===== config.mk =====
export PLATFORM = sky130hd
export DESIGN_NAME = menu_selector_flat
export DESIGN_NICKNAME = d
export VERILOG_FILES = /design/src/rtl/menu_selector_if.sv /design/src/rtl/menu_selector.sv /design/src/flat_wrapper.sv
export SDC_FILE = /design/constraint.sdc
export NUM_CORES = 1
export LEC_CHECK = 0
export BUFFER_PORTS_ARGS = -buffer_cell sky130_fd_sc_hd__buf_4
export CAP_MARGIN = 20
export CORE_ASPECT_RATIO = 0.9
export CORE_MARGIN = 8
export CORE_UTILIZATION = 53
export DETAILED_ROUTE_END_ITERATION = 16
export GPL_TIMING_DRIVEN = 0
export PLACE_DENSITY = 0.74
export SYNTH_ARGS = -nofsm -noshare
export SYNTH_HDL_FRONTEND = slang
export SYNTH_SLANG_ARGS = --single-unit

===== constraint.sdc =====
create_clock -name clk -period 3.21 [get_ports clk]
set_input_delay 0.1605 -clock clk [delete_from_list [all_inputs] [get_ports clk]]
set_output_delay 0.1605 -clock clk [all_outputs]
set_load 0.02 [all_outputs]

===== src/rtl/menu_selector_if.sv =====
// menu_selector_if: panel buttons in, cursor/selection/status out
//   master: drives en and the four buttons, observes cursor, sel_onehot, serving, off, done
//   slave : the menu controller side
interface menu_selector_if #(
  parameter int N_OPT = 4
) ();
  localparam int IDXW = $clog2(N_OPT);
  logic en;
  logic next_btn;
  logic prev_btn;
  logic sel_btn;
  logic clr_btn;
  logic [IDXW-1:0] cursor;
  logic [N_OPT-1:0] sel_onehot;
  logic serving;
  logic off;
  logic done;
  modport master (
    output en, next_btn, prev_btn, sel_btn, clr_btn,
    input  cursor, sel_onehot, serving, off, done
  );
  modport slave (
    input  en, next_btn, prev_btn, sel_btn, clr_btn,
    output cursor, sel_onehot, serving, off, done
  );
endinterface


===== src/rtl/menu_selector.sv =====
// menu_selector: drink-machine menu FSM (OFF/BROWSE/SERVE) with edge-detected buttons and serve timeout
//   clk, reset (async, active-high)
//   bus.en/next_btn/prev_btn/sel_btn/clr_btn in; bus.cursor/sel_onehot/serving/off/done out
module menu_selector #(
  parameter int N_OPT = 4,
  parameter bit WRAP = 1'b0,
  parameter int SERVE_CYCLES = 16,
  localparam int IDXW = $clog2(N_OPT)
) (
  input logic clk,
  input logic reset,
  menu_selector_if.slave bus
);
  typedef enum logic [1:0] {OFF, BROWSE, SERVE} state_t;
  localparam logic [IDXW-1:0] LAST = IDXW'(N_OPT - 1);
  localparam logic [15:0] T_LAST = 16'(SERVE_CYCLES == 0 ? 0 : SERVE_CYCLES - 1);
  state_t state, state_n;
  logic [IDXW-1:0] cursor, cursor_n;
  logic [15:0] timer, timer_n;
  logic done_q, done_n;
  logic live;
  logic [3:0] btn, btn_q, ev;
  assign btn = {bus.clr_btn, bus.sel_btn, bus.prev_btn, bus.next_btn};
  // live masks the first edge after reset so a button held through release is not an event
  assign ev = live ? (btn & ~btn_q) : 4'b0;
  always_ff @(posedge clk or posedge reset) begin
    if (reset) begin
      state  <= BROWSE;
      cursor <= '0;
      timer  <= '0;
      btn_q  <= '0;
      done_q <= 1'b0;
      live   <= 1'b0;
    end else begin
      state  <= state_n;
      cursor <= cursor_n;
      timer  <= timer_n;
      btn_q  <= btn;
      done_q <= done_n;
      live   <= 1'b1;
    end
  end
  always_comb begin
    state_n  = state;
    cursor_n = cursor;
    timer_n  = timer;
    done_n   = 1'b0;
    if (!bus.en) begin
      state_n  = OFF;
      cursor_n = '0;
      timer_n  = '0;
    end else if (state == OFF) begin
      state_n  = BROWSE;
      cursor_n = '0;
    end else if (state == BROWSE) begin
      if (ev[0]) cursor_n = (cursor == LAST) ? (WRAP ? '0 : cursor) : cursor + 1'b1;
      else if (ev[1]) cursor_n = (cursor == '0) ? (WRAP ? LAST : cursor) : cursor - 1'b1;
      else if (ev[2]) begin
        state_n = SERVE;
        timer_n = '0;
      end
    end else if (ev[3]) begin
      state_n  = BROWSE;
      cursor_n = '0;
    end else if (SERVE_CYCLES > 0) begin
      if (timer == T_LAST) begin
        state_n  = BROWSE;
        cursor_n = '0;
        done_n   = 1'b1;
      end else timer_n = timer + 1'b1;
    end
  end
  assign bus.cursor     = cursor;
  assign bus.serving    = (state == SERVE);
  assign bus.off        = (state == OFF);
  assign bus.done       = done_q;
  assign bus.sel_onehot = (state == SERVE) ? (N_OPT'(1) << cursor) : '0;
endmodule


===== src/flat_wrapper.sv =====
// flat-port wrapper written by rule: the top's interface ports become plain ports
module menu_selector_flat 
#(
  parameter int N_OPT = 4,
  parameter bit WRAP = 1'b0,
  parameter int SERVE_CYCLES = 16,
  localparam int IDXW = $clog2(N_OPT)
)
  (clk, reset, bus_en, bus_next_btn, bus_prev_btn, bus_sel_btn, bus_clr_btn, bus_cursor, bus_sel_onehot, bus_serving, bus_off, bus_done);
  menu_selector_if #(.N_OPT(N_OPT)) bus_i ();
  input logic clk;
  input logic reset;
  input wire logic [$bits(bus_i.en)-1:0] bus_en;
  input wire logic [$bits(bus_i.next_btn)-1:0] bus_next_btn;
  input wire logic [$bits(bus_i.prev_btn)-1:0] bus_prev_btn;
  input wire logic [$bits(bus_i.sel_btn)-1:0] bus_sel_btn;
  input wire logic [$bits(bus_i.clr_btn)-1:0] bus_clr_btn;
  output wire logic [$bits(bus_i.cursor)-1:0] bus_cursor;
  output wire logic [$bits(bus_i.sel_onehot)-1:0] bus_sel_onehot;
  output wire logic [$bits(bus_i.serving)-1:0] bus_serving;
  output wire logic [$bits(bus_i.off)-1:0] bus_off;
  output wire logic [$bits(bus_i.done)-1:0] bus_done;
  assign bus_i.en = bus_en;
  assign bus_i.next_btn = bus_next_btn;
  assign bus_i.prev_btn = bus_prev_btn;
  assign bus_i.sel_btn = bus_sel_btn;
  assign bus_i.clr_btn = bus_clr_btn;
  assign bus_cursor = bus_i.cursor;
  assign bus_sel_onehot = bus_i.sel_onehot;
  assign bus_serving = bus_i.serving;
  assign bus_off = bus_i.off;
  assign bus_done = bus_i.done;
  menu_selector #(.N_OPT(N_OPT), .WRAP(WRAP), .SERVE_CYCLES(SERVE_CYCLES)) u_core (.clk(clk), .reset(reset), .bus(bus_i));
endmodule

==> results of run 1 <==
[cells by family after synthesis]
family / after synthesis / synth area share [%]
XOR/XNOR: 9 / 5.57
other: 1 / 0.265
buffers and inverters: 7 / 2.48
multiplexers: 1 / 0.796
AO/OA/AOI/OAI: 23 / 11.3
AND/OR/NAND/NOR: 70 / 32.6
adder cells (fa/ha/maj): 1 / 0.884
flip-flops: 26 / 46.1
[synthesized netlist by cell type, drive strengths merged (2+ instances only)]
library cell / instances
a21o: 2
a21oi: 4
a22o: 2
and3: 4
and4: 2
buf: 2
dfrtp: 25
inv: 5
nand2: 5
nand2b: 4
nand3: 8
nand3b: 4
nand4: 4
nor2: 17
nor3: 7
nor3b: 3
nor4: 7
o21ai: 6
o22ai: 3
xnor2: 9
[cell type report]
class | count | area [sq um]
plain buffers | 2 | 16.3
clock buffers | 3 | 22.5
clock inverters | 1 | 30.0
fillers | 193 | 796
inverters | 5 | 18.8
multi-input cells | 105 | 728
flip-flops and latches | 26 | 652
well taps | 28 | 35.0
repair buffers | 21 | 190
[critical path, stage by stage, from the launching register on]
cell and delay [ns]:
dfrtp_1 0.49, ha_1 0.30, and4b_4 0.22, and4_1 0.19, buf_6 0.15, nor2_1 0.17
nor2_1 0.10, mux2_2 0.28
[flip-flops by register name, indices dropped and copies added (netlist names)]
signal,count
u_core.btn_q,4
u_core.bus.cursor,2
u_core.bus.done,1
u_core.timer,16
u_core.state,2
u_core.live,1
[worst paths after layout]
path                              endpoint            start  cells past startpoint
max                        u_core.timer[0]  u_core.timer[0]                      7
min                        u_core.state[0]           bus_en                      3
max reg2reg                u_core.timer[0]  u_core.timer[0]                      7
min reg2reg                u_core.state[0]  u_core.state[0]                      2
max in group asynchronous  u_core.state[0]            reset                      4
min in group asynchronous  u_core.btn_q[2]            reset                      3
[layer usage]
layer | routed length (um) | up-vias | global-route usage (%)
li1 | - | 553 | -
met1 | 1380 | 554 | 18.3
met2 | 1430 | 41 | 22.7
met3 | 225 | 9 | 4.57
met4 | 85 | 0 | 6.77
met5 | 0 | - | 0
[stage by stage]
step	hold WS [ns]	std cells	area, sq um
2_1_floorplan	0.192	138	1420
3_3_place_gp	0.281	181	1560
3_5_place_dp	0.281	181	1560
4_1_cts	0.0688	189	1660
5_1_grt	0.251	191	1690
6_report	0.221	191	1690
[power by group through the flow]
stage | clock [mW] | combinational [mW] | sequential [mW]
after CTS | 0.231 | 0.243 | 0.389
after detailed placement | 0 | 0.237 | 0.395
final | 0.229 | 0.244 | 0.390
after global routing | 0.242 | 0.272 | 0.396
after floorplan | 0 | 0.161 | 0.388
after global placement | 0 | 0.227 | 0.393
[repair_timing]
item / in CTS / in global routing
setup buffers: 0 / 0
endpoints found under the hold margin: 4 / 8
hold buffers: 4 / 1
endpoints found under the setup margin: 0 / 0
==> out/results.tsv, run 1 <==
stage	metric	value	unit
logic_synthesis	async_flop_share	100	%
power	p_int	574	uW
die	die_area	0.00458	sq mm
run	drv_cap	0	
logic_synthesis	ys_seq_area_share	46.1	%
power	powerDensity	510	mW/mm^2
routing	vias	1157	
critical_path	crit_fanout	9	
clocking	clock_path_buffers	2	
routing	finalWirelength	3120	um
global_routing	grt_usage	14.7	%
die	fp.coreArea	0.00249	sq mm
cells_and_area	fin_util	68.0	%
logic_synthesis	avgSynthCellArea	10.3	sq um
routing	drt-pass1-iter-count	4	
die	ioPinCount	16	
clocking	numCtsBuffers	3	
die	start_util	56.9	%
placement	dp_worst_setup_slack	1.25	ns
clocking	h-tree-depth	1	
logic_synthesis	syn_area	0.00142	sq mm
outcome	status	complete, no violations	
power	p_leak	0.714	nW
global_routing	antenna_found_initial	0	
routing	first_iter_violations	82	
clocking	cts_num_sinks	26	
global_routing	grt_max_degree	27	
routing	vias_per_cell	6.06	
placement	place.gp.congestion	0.828	
clocking	cts_resized	0	
logic_synthesis	syn_inst	138	
cells_and_area	nNetsFinal	172	
cells_and_area	final_cell_mix	dfrtp_1 (25), nor2_1 (15), buf_4 (15)	
logic_synthesis	yosysUniqueCellTypes	41	
power	seqPwrFrac	45.2	%
clocking	clk_pin_slew	0.15	ns
global_routing	grt_pass1_vias	1196	
placement	io_buffers	15	
die	die_height	65.0	um
logic_synthesis	synth-edff-count	0	
placement	dp_hpwl	2270	um
sta	finalCritPeriodShare	62.1	%
sta	finalSetupViolations	0	
sta	slew_violations	0	
power	clockPowerShare	26.6	%
cells_and_area	synthToLayoutAreaGrowth	19.6	%
power	power.switching	289	uW
sta	finalCriticalPeriod	1.99	ns
cells_and_area	final_common_cell	dfrtp_1	
routing	route.detailed.drc	0	
critical_path	end_kind	flop	
critical_path	worst-setup-path-type	flop to flop	
sta	rsz0062_at_grt	false	
sta	setup_ws	1.22	ns
logic_synthesis	ys_top_cells_by_area	dfrtp_1 (44%), xnor2_1 (5.6%), nor2_1 (4.0%), nor4_2 (3.5%), nand3_1 (2.8%)	
clocking	clk_latency	0.33	ns
logic_synthesis	ys_seq_elements	26	
sta	max_freq	502	MHz
cells_and_area	n_antenna_cell	0	
sta	finalSetupTns	0	ns
logic_synthesis	dominantRegCellSynth	dfrtp_1	
clocking	cts_tree	done	
power	ir_drop	406	uV
critical_path	r2r_slack	1.22	ns
hold_path	worst_hold_path_type	input port to flop	
critical_path	arrival	2.23	ns
sta	skew	0.0106	ns
cells_and_area	drive_above_1_share	22.7	%
logic_synthesis	syn_nets	146	
critical_path	cp_data_required_time	3.45	ns
logic_synthesis	synth_top_area_share	44.2	%
die	rows	17	
routing	ant_nets	0	
global_routing	grt_remaining_overflow	0	
power	netSwitchingFraction	33.5	%
sta	hold_viol_final	0	
routing	wl_per_cell	16.3	um
power	p_total	863	uW
global_routing	grt_pass1_wl	5490	um
critical_path	critPathLaunchType	flop	
die	die_w	70.5	um
clocking	cts_root_buffer	clkbuf_4	
logic_synthesis	ys.warnings.count	0	
power	combPwrFrac	28.2	%
logic_synthesis	synth_top_area_cell	dfrtp_1	
Power figures use the tool's default switching activity.
==> inputs of run 2 (changes only) <==
==> constraint.sdc (replaced) <==
create_clock -name clk -period 2 [get_ports clk]
set_input_delay 0.1 -clock clk [delete_from_list [all_inputs] [get_ports clk]]
set_output_delay 0.1 -clock clk [all_outputs]
set_load 0.02 [all_outputs]
==> out/results.tsv, run 2 (synthesized netlist as in run 1, its figures left out) <==
stage	metric	value	unit	change
cells_and_area	nNetsFinal	173		+0.58%
critical_path	crit_start	u_core.timer[0]		
sta	finalCritPeriodShare	96.7	%	+35 points
placement	place.gp.congestion	0.828		unchanged
cells_and_area	reg.largest.list	u_core.timer (16), u_core.btn_q (4)		
routing	vias_per_cell	6.14		+1.3%
cells_and_area	n_antenna_cell	0		unchanged
outcome	status	complete, no violations		
global_routing	grt_remaining_overflow	0		unchanged
cells_and_area	final_common_cell	dfrtp_1		
critical_path	end_kind	flop		
clocking	clk_pin_slew	0.15	ns	about the same
cells_and_area	regMostFlops	u_core.timer		
routing	drt-pass1-iter-count	4		unchanged
hold_path	worst_hold_path_type	input port to flop		
clocking	numCtsBuffers	3		unchanged
clocking	h-tree-depth	1		unchanged
cells_and_area	final_cell_mix	dfrtp_1 (23), buf_4 (16), nor2_1 (14)		
critical_path	timing.rr.end	u_core.timer[0]		
power	p_leak	0.715	nW	about the same
critical_path	worstPathCellList	ha_1, and4b_4, and4_1, buf_6, nor2_2, nor2_1, mux2_2		
cells_and_area	drive_above_1_share	25.0	%	+2.3 points
clocking	cts_tree	done		
global_routing	antenna_found_initial	0		unchanged
clocking	cts_root_buffer	clkbuf_4		
die	die_area	0.00458	sq mm	unchanged
power	p_total	1.41	mW	+63%
die	rows	17		unchanged
critical_path	cp_slowest_cell	dfrtp_2		
die	start_util	56.9	%	unchanged
clocking	cts_num_sinks	26		unchanged
die	die_height	65.0	um	unchanged
critical_path	arrival	2.18	ns	-0.05 ns
routing	ant_nets	0		unchanged
hold_path	worstHoldStart	bus_en		
power	ir_drop	660	uV	+63%
placement	io_buffers	15		unchanged
die	fp.coreArea	0.00249	sq mm	unchanged
power	powerDensity	826	mW/mm^2	+62%
sta	finalSetupViolations	0		unchanged
critical_path	rr_worst_depth	7		unchanged
global_routing	grt_max_degree	27		unchanged
sta	skew	0.00826	ns	-0.00230 ns
die	ioPinCount	16		unchanged
run	drv_cap	0		unchanged
sta	finalCriticalPeriod	1.93	ns	-0.0581 ns
die	die_w	70.5	um	unchanged
critical_path	r2r-start	u_core.timer[0]		
critical_path	critPathLaunchType	flop		
clocking	clk_latency	0.34	ns	about the same
clocking	clock_path_buffers	2		unchanged
sta	max_freq	517	MHz	+3.0%
critical_path	crit_fanout	9		unchanged
critical_path	cp_data_required_time	2.24	ns	-1.21 ns
sta	hold_viol_final	0		unchanged
routing	route.detailed.drc	0		unchanged
cells_and_area	largest_register_ffs	16		unchanged
critical_path	worst-setup-path-type	flop to flop		
hold_path	worstHoldEndpoint	u_core.state[0]		
global_routing	grt_usage	14.7	%	unchanged
sta	slew_violations	0		unchanged
global_routing	grt_pass1_vias	1196		unchanged
placement	dp_hpwl	2270	um	unchanged
routing	wl_per_cell	16.7	um	+2.0%
critical_path	cpPeakStageDelay	0.48	ns	about the same
sta	finalSetupTns	0	ns	unchanged
critical_path	r2r_slack	0.07	ns	-1.15 ns
hold_path	min_path_cells	3		unchanged
cells_and_area	fin_util	68.5	%	+0.50 points
global_routing	grt_pass1_wl	5490	um	unchanged
routing	vias	1178		+1.8%
routing	finalWirelength	3200	um	+2.6%
cells_and_area	synthToLayoutAreaGrowth	20.5	%	
routing	first_iter_violations	87		+6.1%
run 2: worst max-delay path by stage:
| stage | end | slack [ns] | cells after the start |
|---|---|---|---|
| after CTS | u_core.timer[0] | 0.01 | 7 |
| after global placement | u_core.timer[0] | 0.08 | 7 |
| after detailed placement | u_core.timer[0] | 0.04 | 7 |
| after floorplan | u_core.timer[0] | 0.21 | 7 |
| final | u_core.timer[0] | 0.07 | 7 |
| after global routing | u_core.timer[0] | -0.004 | 7 |
run 2: layer usage:
metal  global-route usage (%)  part of all wire, %  vias to the layer above
met1                     18.3                   44                      575
met2                     22.7                   46                       40
met3                     4.57                  7.1                        8
met4                     6.77                  2.6                        0
met5                        0                    0                        -
li1                         -                    -                      555
run 2: where the power goes:
part / leakage [nW] / switching, mW / internal, mW / total [mW]
sequential: 0.344 / 0.0570 / 0.571 / 0.628
combinational: 0.343 / 0.250 / 0.158 / 0.408
clock: 0.0279 / 0.169 / 0.203 / 0.372
run 2: layout make-up:
cell class              instances  area (sq um)
well taps                      28          35.0
fillers                       191           783
plain buffers                   2          16.3
clock buffers                   3          22.5
inverters                       5          18.8
clock inverters                 1          30.0
flip-flops and latches         26           654
multi-input cells             105           731
repair buffers                 22           198
run 2: worst max-delay path, delay by kind of cell (launching register included):
kind	cells	cell delay, ns
AND/OR/NAND/NOR	4	0.66
flip-flops	1	0.48
multiplexers	1	0.28
adder cells (fa/ha/maj)	1	0.27
buffers and inverters	1	0.15
run 2: stage by stage:
step	hold WS, ns	std cells	setup WS (ns)	instance area, sq um
after floorplan	0.131	138	0.211	1420
after global placement	0.220	181	0.0801	1560
after detailed placement	0.220	181	0.0415	1560
after CTS	0.00835	189	0.0146	1660
after global routing	0.186	192	-0.00400	1710
final	0.146	192	0.0658	1710
run 2: timing repair:
item,4_1_cts,5_1_grt
endpoints found under the setup margin,0,6
buffers inserted,0,1
hold buffers,4,1
gates resized for setup,0,3
endpoints found under the hold margin,4,8
==> inputs of run 3 (changes only) <==
--- a/config.mk
+++ b/config.mk
@@ -9,10 +9,10 @@
 export CAP_MARGIN = 20
 export CORE_ASPECT_RATIO = 0.9
 export CORE_MARGIN = 8
-export CORE_UTILIZATION = 53
+export CORE_UTILIZATION = 45
 export DETAILED_ROUTE_END_ITERATION = 16
 export GPL_TIMING_DRIVEN = 0
-export PLACE_DENSITY = 0.74
+export PLACE_DENSITY = 0.65
 export SYNTH_ARGS = -nofsm -noshare
 export SYNTH_HDL_FRONTEND = slang
 export SYNTH_SLANG_ARGS = --single-unit
==> out/results.tsv, run 3 (synthesized netlist as in run 1, its figures left out) <==
stage	metric	value	unit	change
die	fp.coreArea	0.00302	sq mm	+21%
critical_path	cp_slowest_cell	dfrtp_2		
critical_path	end_kind	flop		
critical_path	critPathLaunchType	flop		
critical_path	path_delay_family	simple AND/OR/NAND/NOR gates		
routing	route.detailed.drc	0		unchanged
critical_path	critPathBufInv	1		unchanged
sta	max_freq	527	MHz	+1.9%
critical_path	cpPeakStageDelay	0.48	ns	about the same
global_routing	antenna_found_initial	0		unchanged
sta	holdWs	0.139	ns	-0.00716 ns
sta	skew	0.00511	ns	-0.00315 ns
die	die_area	0.00520	sq mm	+13%
sta	setup_ws	0.102	ns	+0.0363 ns
die	rows	19		+2
power	clockPowerShare	21.1	%	-5.3 points
placement	dp_worst_setup_slack	0.0624	ns	+0.0209 ns
cells_and_area	drive_above_1_share	24.5	%	-0.46 points
run	drv_cap	0		unchanged
power	p_leak	0.702	nW	-1.7%
global_routing	grt_remaining_overflow	0		unchanged
power	ir_drop	376	uV	-43%
clocking	cts_root_buffer	clkbuf_4		
critical_path	crit_fanout	9		unchanged
clocking	numCtsBuffers	3		unchanged
critical_path	cp_data_required_time	2.24	ns	about the same
critical_path	worstPathCellList	ha_1, and4b_4, and4_1, buf_6, nor2_2, nor2_1, mux2_2		
cells_and_area	n_antenna_cell	0		unchanged
cells_and_area	final_cell_mix	dfrtp_1 (23), buf_4 (15), nor2_1 (14)		
critical_path	arrival	2.13	ns	-0.05 ns
routing	wl_per_cell	14.6	um	-12%
global_routing	grt_pass1_wl	5280	um	-3.8%
clocking	clock_path_buffers	2		unchanged
clocking	cts_num_sinks	26		unchanged
clocking	h-tree-depth	1		unchanged
global_routing	grt_usage	12.7	%	-1.9 points
global_routing	grt_max_degree	27		unchanged
power	combPwrFrac	30.4	%	+1.4 points
sta	finalCriticalPeriod	1.90	ns	-0.0363 ns
hold_path	worst_hold_path_type	input port to flop		
sta	slew_violations	0		unchanged
power	seqPwrFrac	48.5	%	+3.9 points
cells_and_area	fin_util	56.3	%	-12 points
routing	vias	1154		-2.0%
cells_and_area	final_common_cell	dfrtp_1		
clocking	clk_pin_slew	0.14	ns	about the same
routing	ant_nets	0		unchanged
die	ioPinCount	16		unchanged
critical_path	worst-setup-path-type	flop to flop		
power	power.switching	462	uW	-2.9%
die	die_height	69.2	um	+6.4%
sta	finalCritPeriodShare	94.9	%	-1.8 points
sta	rsz0062_at_grt	false		
placement	dp_hpwl	2160	um	-4.6%
placement	place.gp.congestion	0.828		about the same
cells_and_area	largest_register_ffs	16		unchanged
outcome	status	complete, no violations		
power	p_total	1.30	mW	-7.8%
power	netSwitchingFraction	35.6	%	+1.8 points
clocking	cts_tree	done		
clocking	post_cts_buffers	0		unchanged
power	p_int	835	uW	-10%
power	powerDensity	764	mW/mm^2	-7.5%
sta	finalSetupTns	0	ns	unchanged
placement	io_buffers	15		unchanged
routing	drt-pass1-iter-count	4		unchanged
cells_and_area	synthToLayoutAreaGrowth	20.1	%	
routing	vias_per_cell	5.63		-8.2%
clocking	clk_latency	0.33	ns	about the same
routing	first_iter_violations	97		+11%
cells_and_area	reg.largest.list	u_core.timer (16), u_core.btn_q (4)		
routing	finalWirelength	3000	um	-6.4%
die	die_w	75.1	um	+6.6%
cells_and_area	nNetsFinal	172		-0.58%
sta	finalSetupViolations	0		unchanged
sta	hold_viol_final	0		unchanged
cells_and_area	regMostFlops	u_core.timer		
global_routing	grt_pass1_vias	1127		-5.8%
die	start_util	46.9	%	-10 points
==> run 3: changes by cell type in the layout (fill, tap and decap cells not counted) <==
cell and change:
buf_4 -1, bufinv_16 -1, clkbuf_8 +1
==> run 3: what timing repair did <==
action	in CTS	in global routing
hold endpoints to repair	4	25
hold buffers	4	1
setup endpoints to repair	0	2
gates resized for setup	0	3
==> run 3: per-stage QoR <==
stage / std cells / instance area, sq um
5_1_grt: 205 / 1700
4_1_cts: 203 / 1660
3_5_place_dp: 195 / 1580
3_3_place_gp: 195 / 1580
6_report: 205 / 1700
2_1_floorplan: 138 / 1420
==> run 3: worst min-delay path, cell delays in order <==
cell	delay [ns]
buf_4	0.12
nand2_1	0.14
o21ai_0	0.11
==> run 3: area by class of cell <==
class	instances	area (sq um)
plain buffers	2	16.3
inverters	5	18.8
clock buffers	4	36.3
repair buffers	21	190
well taps	42	52.6
multi-input cells	105	731
fillers	262	1320
flip-flops and latches	26	654
==> run 3: metal layers <==
| layer | track usage [%] | routed length [um] |
|---|---|---|
| met1 | 17.4 | 1420 |
| met4 | 5.87 | 40 |
| met3 | 1.88 | 160 |
| met5 | 0 | 0 |
| met2 | 18.9 | 1370 |
==> run 3: worst paths after layout <==
path,from,end,slack (ns),depth (start not counted)
max,u_core.timer[0],u_core.timer[0],0.10,7
min,bus_en,u_core.state[0],0.14,3
max reg2reg,u_core.timer[0],u_core.timer[0],0.10,7
min reg2reg,u_core.timer[4],u_core.timer[4],0.54,1
max in group asynchronous,reset,u_core.state[0],1.34,4
min in group asynchronous,reset,u_core.live,0.21,3
==> run 3: power groups by stage <==
stage / Clock, mW / Sequential, mW / Combinational, mW
after detailed placement: 0 / 0.638 / 0.375
after floorplan: 0 / 0.623 / 0.258
final: 0.274 / 0.630 / 0.394
after global placement: 0 / 0.631 / 0.370
after CTS: 0.286 / 0.627 / 0.383
after global routing: 0.302 / 0.637 / 0.432
